[src/rtl/snake_collision_detector_pkg.sv]
// Shared types for the snake game logic: move directions, FSM states and
// the helper that finds the 180-degree opposite of a heading.
package snake_collision_detector_pkg;

  typedef enum logic [1:0] {
    UP    = 2'd0,
    RIGHT = 2'd1,
    DOWN  = 2'd2,
    LEFT  = 2'd3
  } dir_t;

  typedef enum logic [1:0] {
    IDLE,
    CHECK,
    UPDATE,
    DEAD
  } state_t;

  // Opposite headings differ only in bit 1 (UP<->DOWN, RIGHT<->LEFT).
  function automatic dir_t opposite(input dir_t d);
    return dir_t'(d ^ 2'd2);
  endfunction

endpackage

[src/rtl/snake_collision_detector_if.sv]
// Game-side bundle of the collision detector: tick/direction/apple inputs,
// occupancy query and the event/status outputs for score and display.
interface snake_collision_detector_if #(
  parameter int GRID_W  = 8,
  parameter int GRID_H  = 8,
  parameter int MAX_LEN = 16
);
  import snake_collision_detector_pkg::*;

  localparam int XW = $clog2(GRID_W);
  localparam int YW = $clog2(GRID_H);
  localparam int LW = $clog2(MAX_LEN + 1);

  logic          moveTick;
  dir_t          dir;
  logic [XW-1:0] appleX;
  logic [YW-1:0] appleY;
  logic          restart;
  logic          gameComplete;
  logic [XW-1:0] qX;
  logic [YW-1:0] qY;
  logic          qHit;
  logic          goodColl;
  logic          badColl;
  logic [XW-1:0] headX;
  logic [YW-1:0] headY;
  logic [LW-1:0] snakeLen;
  logic          isDead;

  // Player/timer side.
  modport master (
    output moveTick, dir, appleX, appleY, restart, gameComplete, qX, qY,
    input  qHit, goodColl, badColl, headX, headY, snakeLen, isDead
  );

  // Collision detector side.
  modport slave (
    input  moveTick, dir, appleX, appleY, restart, gameComplete, qX, qY,
    output qHit, goodColl, badColl, headX, headY, snakeLen, isDead
  );

endinterface

[src/rtl/snake_collision_detector_next_head.sv]
// Next head cell for one step in the given heading, plus the wall flag.
// The wall test looks at the untruncated step, so moving off an edge never
// wraps to the opposite side.
module snake_next_head
  import snake_collision_detector_pkg::*;
#(
  parameter int   GRID_W = 8,
  parameter int   GRID_H = 8,
  localparam int  XW     = $clog2(GRID_W),
  localparam int  YW     = $clog2(GRID_H)
) (
  input  logic [XW-1:0] headX,
  input  logic [YW-1:0] headY,
  input  dir_t          effDir,
  output logic [XW-1:0] nextX,
  output logic [YW-1:0] nextY,
  output logic          wallHit
);

  // Step one cell; UP decreases the row index (screen coordinates).
  always_comb begin
    nextX   = headX;
    nextY   = headY;
    wallHit = 1'b0;
    case (effDir)
      UP: begin
        wallHit = (headY == '0);
        nextY   = headY - YW'(1);
      end
      DOWN: begin
        wallHit = (headY == YW'(GRID_H - 1));
        nextY   = headY + YW'(1);
      end
      LEFT: begin
        wallHit = (headX == '0);
        nextX   = headX - XW'(1);
      end
      RIGHT: begin
        wallHit = (headX == XW'(GRID_W - 1));
        nextX   = headX + XW'(1);
      end
      default: ;
    endcase
  end

endmodule

[src/rtl/snake_collision_detector.sv]
// Snake body tracker and collision event source for score_tracker.
// A moveTick in IDLE latches the heading; CHECK evaluates wall/self/apple
// against the candidate head and commits the move; the pulse is visible
// during UPDATE, two cycles after the tick.
module snake_collision_detector
  import snake_collision_detector_pkg::*;
#(
  parameter int GRID_W  = 8,
  parameter int GRID_H  = 8,
  parameter int MAX_LEN = 16
) (
  input  logic                       clk,
  input  logic                       nRst,
  snake_collision_detector_if.slave  bus
);

  localparam int XW = $clog2(GRID_W);
  localparam int YW = $clog2(GRID_H);
  localparam int LW = $clog2(MAX_LEN + 1);

  localparam logic [XW-1:0] X0 = XW'(GRID_W / 2);
  localparam logic [YW-1:0] Y0 = YW'(GRID_H / 2);

  state_t                    state;
  dir_t                      curDir, effDir, tickDir;
  logic [MAX_LEN-1:0][XW-1:0] segX;
  logic [MAX_LEN-1:0][YW-1:0] segY;
  logic [LW-1:0]             snakeLen;
  logic                      goodQ, badQ, isDeadQ;
  logic [XW-1:0]             nextX;
  logic [YW-1:0]             nextY;
  logic                      wallHit, eat, selfHit, qHit;

  snake_next_head #(.GRID_W(GRID_W), .GRID_H(GRID_H)) u_next_head (
    .headX   (segX[0]),
    .headY   (segY[0]),
    .effDir  (effDir),
    .nextX   (nextX),
    .nextY   (nextY),
    .wallHit (wallHit)
  );

  assign eat = (nextX == bus.appleX) && (nextY == bus.appleY);

  // A multi-segment snake cannot fold back onto its own neck.
  assign tickDir = (snakeLen > LW'(1) && bus.dir == opposite(curDir)) ? curDir : bus.dir;

  // Body collision; the tail slot moves away this step unless we grow.
  always_comb begin
    selfHit = 1'b0;
    for (int i = 0; i < MAX_LEN; i++) begin
      if (LW'(i) < snakeLen && (eat || LW'(i) != snakeLen - LW'(1)) &&
          segX[i] == nextX && segY[i] == nextY)
        selfHit = 1'b1;
    end
  end

  // Display occupancy lookup over live segments.
  always_comb begin
    qHit = 1'b0;
    for (int i = 0; i < MAX_LEN; i++) begin
      if (LW'(i) < snakeLen && segX[i] == bus.qX && segY[i] == bus.qY)
        qHit = 1'b1;
    end
  end

  // Game FSM; gameComplete overrides every state and decision.
  always_ff @(posedge clk or negedge nRst) begin
    if (!nRst) begin
      state    <= IDLE;
      curDir   <= RIGHT;
      effDir   <= RIGHT;
      snakeLen <= LW'(1);
      goodQ    <= 1'b0;
      badQ     <= 1'b0;
      isDeadQ  <= 1'b0;
      for (int i = 0; i < MAX_LEN; i++) begin
        segX[i] <= X0;
        segY[i] <= Y0;
      end
    end else begin
      goodQ <= 1'b0;
      badQ  <= 1'b0;
      if (bus.gameComplete) begin
        state   <= DEAD;
        isDeadQ <= 1'b1;
      end else begin
        case (state)
          IDLE: begin
            if (bus.moveTick) begin
              effDir <= tickDir;
              state  <= CHECK;
            end
          end
          CHECK: begin
            state <= UPDATE;
            if (wallHit || selfHit) begin
              badQ <= 1'b1;
            end else begin
              for (int i = MAX_LEN - 1; i > 0; i--) begin
                segX[i] <= segX[i-1];
                segY[i] <= segY[i-1];
              end
              segX[0] <= nextX;
              segY[0] <= nextY;
              curDir  <= effDir;
              if (eat) begin
                goodQ <= 1'b1;
                if (snakeLen != LW'(MAX_LEN))
                  snakeLen <= snakeLen + LW'(1);
              end
            end
          end
          UPDATE: begin
            state   <= badQ ? DEAD : IDLE;
            isDeadQ <= badQ;
          end
          DEAD: begin
            if (bus.restart) begin
              state    <= IDLE;
              curDir   <= RIGHT;
              effDir   <= RIGHT;
              snakeLen <= LW'(1);
              isDeadQ  <= 1'b0;
              for (int i = 0; i < MAX_LEN; i++) begin
                segX[i] <= X0;
                segY[i] <= Y0;
              end
            end
          end
          default: state <= IDLE;
        endcase
      end
    end
  end

  // A game completing in the pulse cycle swallows the pulse.
  assign bus.goodColl = goodQ & ~bus.gameComplete;
  assign bus.badColl  = badQ  & ~bus.gameComplete;
  assign bus.headX    = segX[0];
  assign bus.headY    = segY[0];
  assign bus.snakeLen = snakeLen;
  assign bus.isDead   = isDeadQ;
  assign bus.qHit     = qHit;

endmodule

[src/flat_wrapper.sv]
// flat-port wrapper written by rule: the top's interface ports become plain ports
module snake_collision_detector_flat import snake_collision_detector_pkg::*;
#(
  parameter int GRID_W  = 8,
  parameter int GRID_H  = 8,
  parameter int MAX_LEN = 16
)
  (clk, nRst, bus_moveTick, bus_dir, bus_appleX, bus_appleY, bus_restart, bus_gameComplete, bus_qX, bus_qY, bus_qHit, bus_goodColl, bus_badColl, bus_headX, bus_headY, bus_snakeLen, bus_isDead);
  snake_collision_detector_if #(.GRID_W(GRID_W), .GRID_H(GRID_H), .MAX_LEN(MAX_LEN)) bus_i ();
  input  logic clk;
  input  logic nRst;
  input wire logic [$bits(bus_i.moveTick)-1:0] bus_moveTick;
  input wire logic [$bits(bus_i.dir)-1:0] bus_dir;
  input wire logic [$bits(bus_i.appleX)-1:0] bus_appleX;
  input wire logic [$bits(bus_i.appleY)-1:0] bus_appleY;
  input wire logic [$bits(bus_i.restart)-1:0] bus_restart;
  input wire logic [$bits(bus_i.gameComplete)-1:0] bus_gameComplete;
  input wire logic [$bits(bus_i.qX)-1:0] bus_qX;
  input wire logic [$bits(bus_i.qY)-1:0] bus_qY;
  output wire logic [$bits(bus_i.qHit)-1:0] bus_qHit;
  output wire logic [$bits(bus_i.goodColl)-1:0] bus_goodColl;
  output wire logic [$bits(bus_i.badColl)-1:0] bus_badColl;
  output wire logic [$bits(bus_i.headX)-1:0] bus_headX;
  output wire logic [$bits(bus_i.headY)-1:0] bus_headY;
  output wire logic [$bits(bus_i.snakeLen)-1:0] bus_snakeLen;
  output wire logic [$bits(bus_i.isDead)-1:0] bus_isDead;
  assign bus_i.moveTick = bus_moveTick;
  assign bus_i.dir = bus_dir;
  assign bus_i.appleX = bus_appleX;
  assign bus_i.appleY = bus_appleY;
  assign bus_i.restart = bus_restart;
  assign bus_i.gameComplete = bus_gameComplete;
  assign bus_i.qX = bus_qX;
  assign bus_i.qY = bus_qY;
  assign bus_qHit = bus_i.qHit;
  assign bus_goodColl = bus_i.goodColl;
  assign bus_badColl = bus_i.badColl;
  assign bus_headX = bus_i.headX;
  assign bus_headY = bus_i.headY;
  assign bus_snakeLen = bus_i.snakeLen;
  assign bus_isDead = bus_i.isDead;
  snake_collision_detector #(.GRID_W(GRID_W), .GRID_H(GRID_H), .MAX_LEN(MAX_LEN)) u_core (.clk(clk), .nRst(nRst), .bus(bus_i));
endmodule
[config.mk]
export PLATFORM = sky130hd
export DESIGN_NAME = snake_collision_detector_flat
export DESIGN_NICKNAME = d
export VERILOG_FILES = /design/src/rtl/snake_collision_detector_pkg.sv /design/src/rtl/snake_collision_detector_if.sv /design/src/rtl/snake_collision_detector_next_head.sv /design/src/rtl/snake_collision_detector.sv /design/src/flat_wrapper.sv
export SDC_FILE = /design/constraint.sdc
export NUM_CORES = 1
export LEC_CHECK = 0
export ABC_CLOCK_PERIOD_IN_PS = 5700
export CORE_UTILIZATION = 55
export DETAILED_ROUTE_END_ITERATION = 12
export PLACE_DENSITY = 0.71
export SYNTH_ARGS = -nofsm -noshare
export SYNTH_HDL_FRONTEND = slang
export SYNTH_SLANG_ARGS = --single-unit
[constraint.sdc]
create_clock -name clk -period 5.7 [get_ports clk]
set_clock_uncertainty 0.05 [all_clocks]
set_input_delay 1.14 -clock clk [delete_from_list [all_inputs] [get_ports clk]]
set_output_delay 1.14 -clock clk [all_outputs]
set_load 0.1 [all_outputs]
=== Yosys cells after proc, flatten, opt, wreduce, memory -nomap -nowiden ===
Index checks and enable logic that the tools add are counted.

* Register bits: 110
* Bits in latches: 0
* Bits in writable memories: 0
* Memory bits (read-only): 0
* Bits of input ports: 19
* Output and inout port bits: 15
* Word-level logic and storage cells: 342
* Memories: 0

* Add/sub/neg operators: 6
* $mul: 0
* Divide/modulo/power cells: 0
* $lt $le $gt $ge: 17
* Equal/unequal tests: 98
* Shift operators: 0
* Muxes and demuxes: 66
* Bitwise operators: 4
* Reduce and logical (&&, ||, !) cells: 112

{| class="wikitable"
|+ Operators with widths
! kind !! count
|-
| $eq A3 B3 Y1 || 66
|-
| $pmux W48 S2 || 2
|-
| $mux W48 || 3
|-
| $logic_and A1 B1 Y1 || 82
|-
| $mux W1 || 41
|-
| $lt A4 B5 Y1 const A || 8
|-
| $ne A4 B5 Y1 const A || 8
|-
| $lt A3 B5 Y1 const A || 4
|-
| $mux W5 || 4
|-
| $ne A3 B5 Y1 const A || 4
|-
| $logic_or A1 B1 Y1 || 17
|-
| $mux W2 || 8
|-
| $pmux W3 S2 || 2
|-
| $lt A1 B5 Y1 const A || 2
|-
| $lt A2 B5 Y1 const A || 2
|-
| $ne A2 B5 Y1 const A || 2
|-
| $pmux W5 S2 || 1
|-
| $eq A2 B2 Y1 const B || 4
|-
| $pmux W2 S2 || 2
|-
| $pmux W2 S4 || 1
|-
| $reduce_and A4 Y1 || 2
|-
| $add A3 B1 Y3 const B || 2
|-
| $eq A3 B3 Y1 const B || 2
|-
| $logic_not A3 Y1 || 2
|-
| other kinds (21) || 32
|}

=== Logic depth before layout (Yosys ltp) ===
* Depth after elaboration: 28
* Gate-level depth with buffers: 20
* Depth with buffers taken out: 13

=== Modules after synthesis ===
From an unflattened synthesis, not the netlist that was laid out.

* Cell total of the unflattened synthesis: 707
* Area, all modules: 7397.1 sq um

{| class="wikitable"
|+ By module, submodules not included
! module !! instances !! cells each !! area each (sq um) !! seq. area each (sq um)
|-
| snake_collision_detector || 1 || 675 || 7116.8 || 2796.4
|-
| snake_next_head || 1 || 32 || 280.3 || 0.0
|}

=== Worst setup path after synthesis ===
Ideal clock, no wire load.

* Path kind: reg2reg
* Start: register u_core.effDir[0]
* End: register u_core.segX, in the netlist u_core.bus.headX[2]
* Setup time: 0.085 ns
* Arrival: 4.348 ns
* Required time: 5.565 ns
* Path slack: 1.217 ns
* Stages on the path, launching flop included: 20
* Buffers on the path: 6
* Period minus slack after synthesis: 4.483 ns
* Path through: dfstp_2 buf_2 clkbuf_1 inv_1 ha_1 fa_1 o21a_1 buf_2 clkbuf_1 o21ai_0 nand4_1 nor4b_1 a21boi_1 o2111ai_1 a2111oi_2 and3_1 buf_2 a21oi_2 buf_4 mux2_1

* Word-level cells in the longest chain between the ends: 27
* Elaborated cells between the ends (all ways): 127
* Classes of those cells: 38 x eq/ne; 21 x mux; 68 x reduce/logical

{| class="wikitable"
|+ RTL lines
! what !! line !! RTL
|-
| start, declared || snake_collision_detector.sv:25 || <nowiki>dir_t curDir, effDir, tickDir;</nowiki>
|-
| start signal, assigned || snake_collision_detector.sv:91 || <nowiki>effDir <= tickDir;</nowiki>
|-
| $eq A2 B1 Y1 (tied with other cells) || snake_collision_detector_next_head.sv:25 || <nowiki>case (effDir)</nowiki>
|-
| $pmux W3 S2 || snake_collision_detector_next_head.sv:25 ||
|-
| $eq A3 B3 Y1 || snake_collision_detector.sv:43 || <nowiki>assign eat = (nextX == bus.appleX) && (nextY == bus.appleY);</nowiki>
|-
| $logic_and A1 B1 Y1 || snake_collision_detector.sv:43 ||
|-
| $logic_or A1 B1 Y1 || snake_collision_detector.sv:52 || <nowiki>if (LW'(i) < snakeLen && (eat || LW'(i) != snakeLen - LW'(1)) &&</nowiki>
|-
| $logic_and A1 B1 Y1 (2 in a row) || snake_collision_detector.sv:52 ||
|-
| $logic_and A1 B1 Y1 || snake_collision_detector.sv:53 || <nowiki>segX[i] == nextX && segY[i] == nextY)</nowiki>
|-
| $mux W1 (16 in a row) || snake_collision_detector.sv:52 ||
|-
| $logic_or A1 B1 Y1 || snake_collision_detector.sv:97 || <nowiki>if (wallHit || selfHit) begin</nowiki>
|-
| $ne A2 B2 Y1 (no line) || -- ||
|-
| $reduce_and A4 Y1 (no line) || -- ||
|-
| end signal, assigned by index || snake_collision_detector.sv:101 || <nowiki>segX[i] <= segX[i-1];</nowiki>
|-
| end, declared || snake_collision_detector.sv:26 || <nowiki>logic [MAX_LEN-1:0][XW-1:0] segX;</nowiki>
|}

Parallel ways exist; a longest one is shown, timed or not. The select of a mux whose other input is x is not followed.
A chain may end at the register's enable or synchronous reset.

=== Worst setup path after layout ===
* Start: input port bus_qX[0]
* End: output port bus_qHit

* Word-level cells in the longest chain between the ends: 19
* Elaborated cells between the ends (all ways): 64
* Classes of those cells: 16 x eq/ne; 16 x mux; 32 x reduce/logical

{| class="wikitable"
|+ RTL lines
! what !! line !! RTL
|-
| start, declared || flat_wrapper.sv:18 || <nowiki>input wire logic [$bits(bus_i.qX)-1:0] bus_qX;</nowiki>
|-
| $eq A3 B3 Y1 || snake_collision_detector.sv:62 || <nowiki>if (LW'(i) < snakeLen && segX[i] == bus.qX && segY[i] == bus.qY)</nowiki>
|-
| $logic_and A1 B1 Y1 (2 in a row) || snake_collision_detector.sv:62 ||
|-
| $mux W1 (15 in a row) || snake_collision_detector.sv:62 ||
|-
| $mux W1 * || snake_collision_detector.sv:62 ||
|-
| end, declared || flat_wrapper.sv:20 || <nowiki>output wire logic [$bits(bus_i.qHit)-1:0] bus_qHit;</nowiki>
|}

Every way passes the cells marked *; elsewhere a longest branch is shown, timed or not.

==> out/metrics.sh <==
DIE_W_MICRONS=124
BUFFER_PORTS.INSERTED=33
RSZ0062_AT_GRT='false'
MAX_SLEW_MARGIN_PCT=27.6
POWER.IR.VDD_WORST_V=0.000216
ANTENNA_FOUND_INITIAL=0
AREA.GROWTH.SYNTH_TO_FINAL_PCT=8.24
REPORT.FINAL.SETUP_VIOL=0
PLACEMENTROWS=44
PATH_MAX_FANOUT=15
DRT_PASS1_ITERATIONS=5
DRT_WL_TOTAL_MICRONS=23600
CTS_TREE='done'
DP.FINAL_HPWL_MICRONS=17400
FINAL.SETUP.TNS_NS=0
WORST_SLACK_NS=0.540
ANTENNA_LEFT=0
HOLD_CLASS='reg2reg'
DP_SLACK_NS=0.536
YOSYS_REGISTER_BITS=110
CORE_AREA_SQ_MM=0.0145
SLEW_OF_THE_PIN_WITH_THE_LOWEST_SLEW_MARGIN_NS=1.08
FIRST_ITER_VIOLATIONS=591
NUM_IO_PINS=34
SYNTH_TOP_FLOP_CELL='dfrtp_1'
CAP_VIOLATIONS=0
CTSROOTBUFFERMASTER='clkbuf_16'
ANTENNA_CELLS=0
GRT_REMAINING_OVERFLOW=0
CTS.HOLD.BUFFERS_ADDED=0
DIE_H_MICRONS=124
ASYNC_RESET_FF_SHARE_PCT=100
TRACK_USAGE_PCT=32.6
POST_DRT_WL_PER_CELL_MICRONS=24.1
CLOCK_TREE_BUFFER_DEPTH=2
CRIT_PATH_TOP_DELAY_CELL='clkdlybuf4s50_1'
SYNTH-WARNING-COUNT=0
ROUTE.DETAILED.VIAS_PER_INST=6.46
CRITPATHCAPTURETYPE='output port'
CTS.SINK_COUNT=110
SETUP.WORST_PATH.START_CLASS='input port'
CELL_INTERNAL_PWR_mW=1.73
WORST-ENDPOINT-REQUIRED_NS=4.51
FMAX_GHz=0.194
MAXIMUM_NUMBER_OF_PINS_ON_ONE_NET_BEFORE_GLOBAL_ROUTE_REPAIR=66
SYNTH-EDFF-COUNT=0
POWER_PER_CELL_AREA_mW_PER_MM2=336
POWER_FRAC_COMB_PCT=46.1
DIE_AREA_SQ_MM=0.0153
PWR-SHARE-SEQ_PCT=32.1
FIN_UTIL_PCT=60.9
FINISH.NET_COUNT=826
SYNTH_CELL_TYPES=69
NUMCTSBUFFERS=9
POST-ROUTE-PERIOD-UTIL_PCT=90.5
DRIVE_GT1_SHARE_PCT=11.3
FINALWEIGHTEDCONGESTION=0.973
MIN_PERIOD_NS=5.16
WORST_SETUP_HOLD_PATH_CLK_SLEW_NS=0.07
LEAKAGE_nW=3.68
DETAILROUTE.VIA_COUNT=6333
NET-SWITCHING-POWER_mW=1.23
POST_CTS_BUFFERS=0
CTS_HTREE_LEVELS=3
SYNTH.AVG_CELL_AREA_SQ_UM=10.2
WORST_EP_ARRIVAL_TIME_NS=3.97
GRT_PASS1_VIAS=5869
POST_SYNTHESIS_NET_COUNT=829
NETLIST_INSTANCES=796
CRITICAL_PATH_CLASS='in2out'
OUTCOME='completed'
WORSTSKEWPAIRLATENCY_NS=0.37
CTS-RESIZED-GATES=0
CRIT_PATH_CELL_TRACE='clkdlybuf4s50_1 -> buf_4 -> xor2_1 -> nor4_1 -> o2111ai_1 -> nand4_1 -> nor4_1 -> nand3_1 -> buf_4'
FINAL-MAX-SLEW-VIOLATION-COUNT=0
INITIAL_UTILIZATION_PCT=56.3
SHARE_CLK_OF_TOTAL_POWER_PCT=21.9
NETSWITCHINGFRACTION_PCT=41.6
ROUTE.DETAILED.DRC=0
TOTAL_POWER_mW=2.97
HOLD_VIOL_FINAL=0
SYN-CELL-AREA_SQ_MM=0.00815
SYNTH-SEQ-AREA-SHARE_PCT=34.3
CP_SLOWEST_STAGE_DELAY_NS=1.07
GLOBAL_ROUTE_WIRE_LENGTH_BEFORE_REPAIR_MICRONS=36200
## cell usage in the layout (no fill, tap or decap), types with 5 or more instances in the layout
master	Yosys	final
or3_1	20	20
nor3_1	20	19
a31oi_1	7	7
inv_1	14	14
nand2_1	22	22
and2_1	5	5
o2111ai_1	6	6
nor4_1	24	24
clkdlybuf4s50_1	0	31
o21ai_0	26	26
nor2_1	14	14
nor4b_1	5	5
buf_4	12	19
a22o_1	65	65
a21oi_1	16	16
o211ai_1	5	5
ha_1	12	12
dfstp_2	35	35
xnor3_1	16	16
xor2_1	65	65
nand4_1	23	23
nand2b_1	35	35
clkbuf_16	0	9
mux2_1	30	30
dfrtp_1	75	75
xnor2_1	102	102
and3_1	10	10
nand3_1	13	13
## synth_stat cells (3+ instances only)
| cell | count | area, sq um |
|---|---|---|
| and3_1 | 10 | 62.6 |
| mux2_1 | 30 | 338 |
| xor2_1 | 65 | 569 |
| or3_1 | 20 | 125 |
| dfrtp_1 | 75 | 1880 |
| a22o_1 | 65 | 569 |
| clkbuf_1 | 26 | 97.6 |
| o211ai_1 | 5 | 37.5 |
| and2_1 | 5 | 31.3 |
| inv_1 | 14 | 52.6 |
| xnor3_1 | 16 | 360 |
| buf_4 | 12 | 90.1 |
| o21bai_1 | 4 | 30.0 |
| a21o_1 | 3 | 22.5 |
| a21oi_1 | 16 | 80.1 |
| ha_1 | 12 | 150 |
| o21ai_0 | 26 | 130 |
| buf_2 | 18 | 90.1 |
| buf_1 | 4 | 15.0 |
| buf_6 | 6 | 67.6 |
| nor2b_1 | 4 | 25.0 |
| nor2_1 | 14 | 52.6 |
| dfstp_2 | 35 | 920 |
| nand2_1 | 22 | 82.6 |
| nor4b_1 | 5 | 43.8 |
| nand3_1 | 13 | 65.1 |
| nand4_1 | 23 | 144 |
| nor4_1 | 24 | 150 |
| and4_1 | 5 | 43.8 |
| o2111ai_1 | 6 | 52.6 |
| nor3_1 | 20 | 100 |
| nand2b_1 | 35 | 219 |
| a41oi_1 | 4 | 35.0 |
| a31oi_1 | 7 | 43.8 |
| xnor2_1 | 102 | 893 |
| a211oi_1 | 3 | 22.5 |
## power by group through the flow
stage,Combinational [mW],Sequential [mW],Clock [mW]
final,1.37,0.952,0.648
after global routing,1.45,0.958,0.695
after CTS,1.35,0.948,0.667
after detailed placement,1.34,0.961,0
after global placement,1.33,0.960,0
after floorplan,1.10,0.911,0
## registers in the layout (all words and copies together), names as in the netlist
signal	flops
u_core.bus.snakeLen	5
u_core.curDir	2
u_core.effDir	2
u_core.bus.isDead	1
u_core.state	2
u_core.segY	45
u_core.goodQ	1
u_core.segX	45
u_core.bus.headY	3
u_core.badQ	1
u_core.bus.headX	3
## critical path, delay by kind of cell
family	cells	cell delay, ns
buffers and inverters	3	1.60
XOR/XNOR	1	0.19
AND/OR/NAND/NOR	4	0.94
AO/OA/AOI/OAI	1	0.09
## kinds of logic (layout without fill, tap and decap cells)
logic type,Yosys count,after routing,share of synthesized area [%]
buf+inv,80,81,5.07
simple gates,208,208,15.0
compound gates,163,163,15.1
flops,110,110,34.3
xor+xnor,187,187,23.4
fa+ha+maj,14,14,2.33
mux,34,34,4.80
## routing by layer
layer	global-route usage, %	part of all wire [%]
met5	0	0
met1	50.2	48
met4	8.73	1.8
met3	4.67	6.5
met2	47.1	44
## cell type report
type | instances | area [sq um]
Clock buffer | 9 | 225
Timing Repair Buffer | 52 | 493
Tap cell | 184 | 230
Fill cell | 1233 | 5660
Inverter | 14 | 52.6
Multi-Input combinational cell | 606 | 4960
Clock inverter | 6 | 70.1
Sequential cell | 110 | 2800
## stage by stage
step	cells	hold slack, ns	instance area (sq um)
finish	981	0.451	8820
global route	981	0.467	8820
CTS	981	0.448	8820
detailed placement	966	0.426	8530
global placement	966	0.421	8530
floorplan	796	0.415	8150
## final timing paths
path	end	slack, ns	start	cells after the start
setup / recovery	bus_qHit	0.54	bus_qX[0]	9
min in group asynchronous	u_core.bus.isDead	0.77	nRst	1
max in group asynchronous	u_core.segY[19]	3.65	nRst	2
setup reg to reg	u_core.segY[47]	0.75	u_core.effDir[0]	13
hold reg to reg	u_core.curDir[0]	0.45	u_core.curDir[0]	1
hold / removal	u_core.curDir[0]	0.45	u_core.curDir[0]	1
Note: power is estimated with default switching activity, not from simulation.
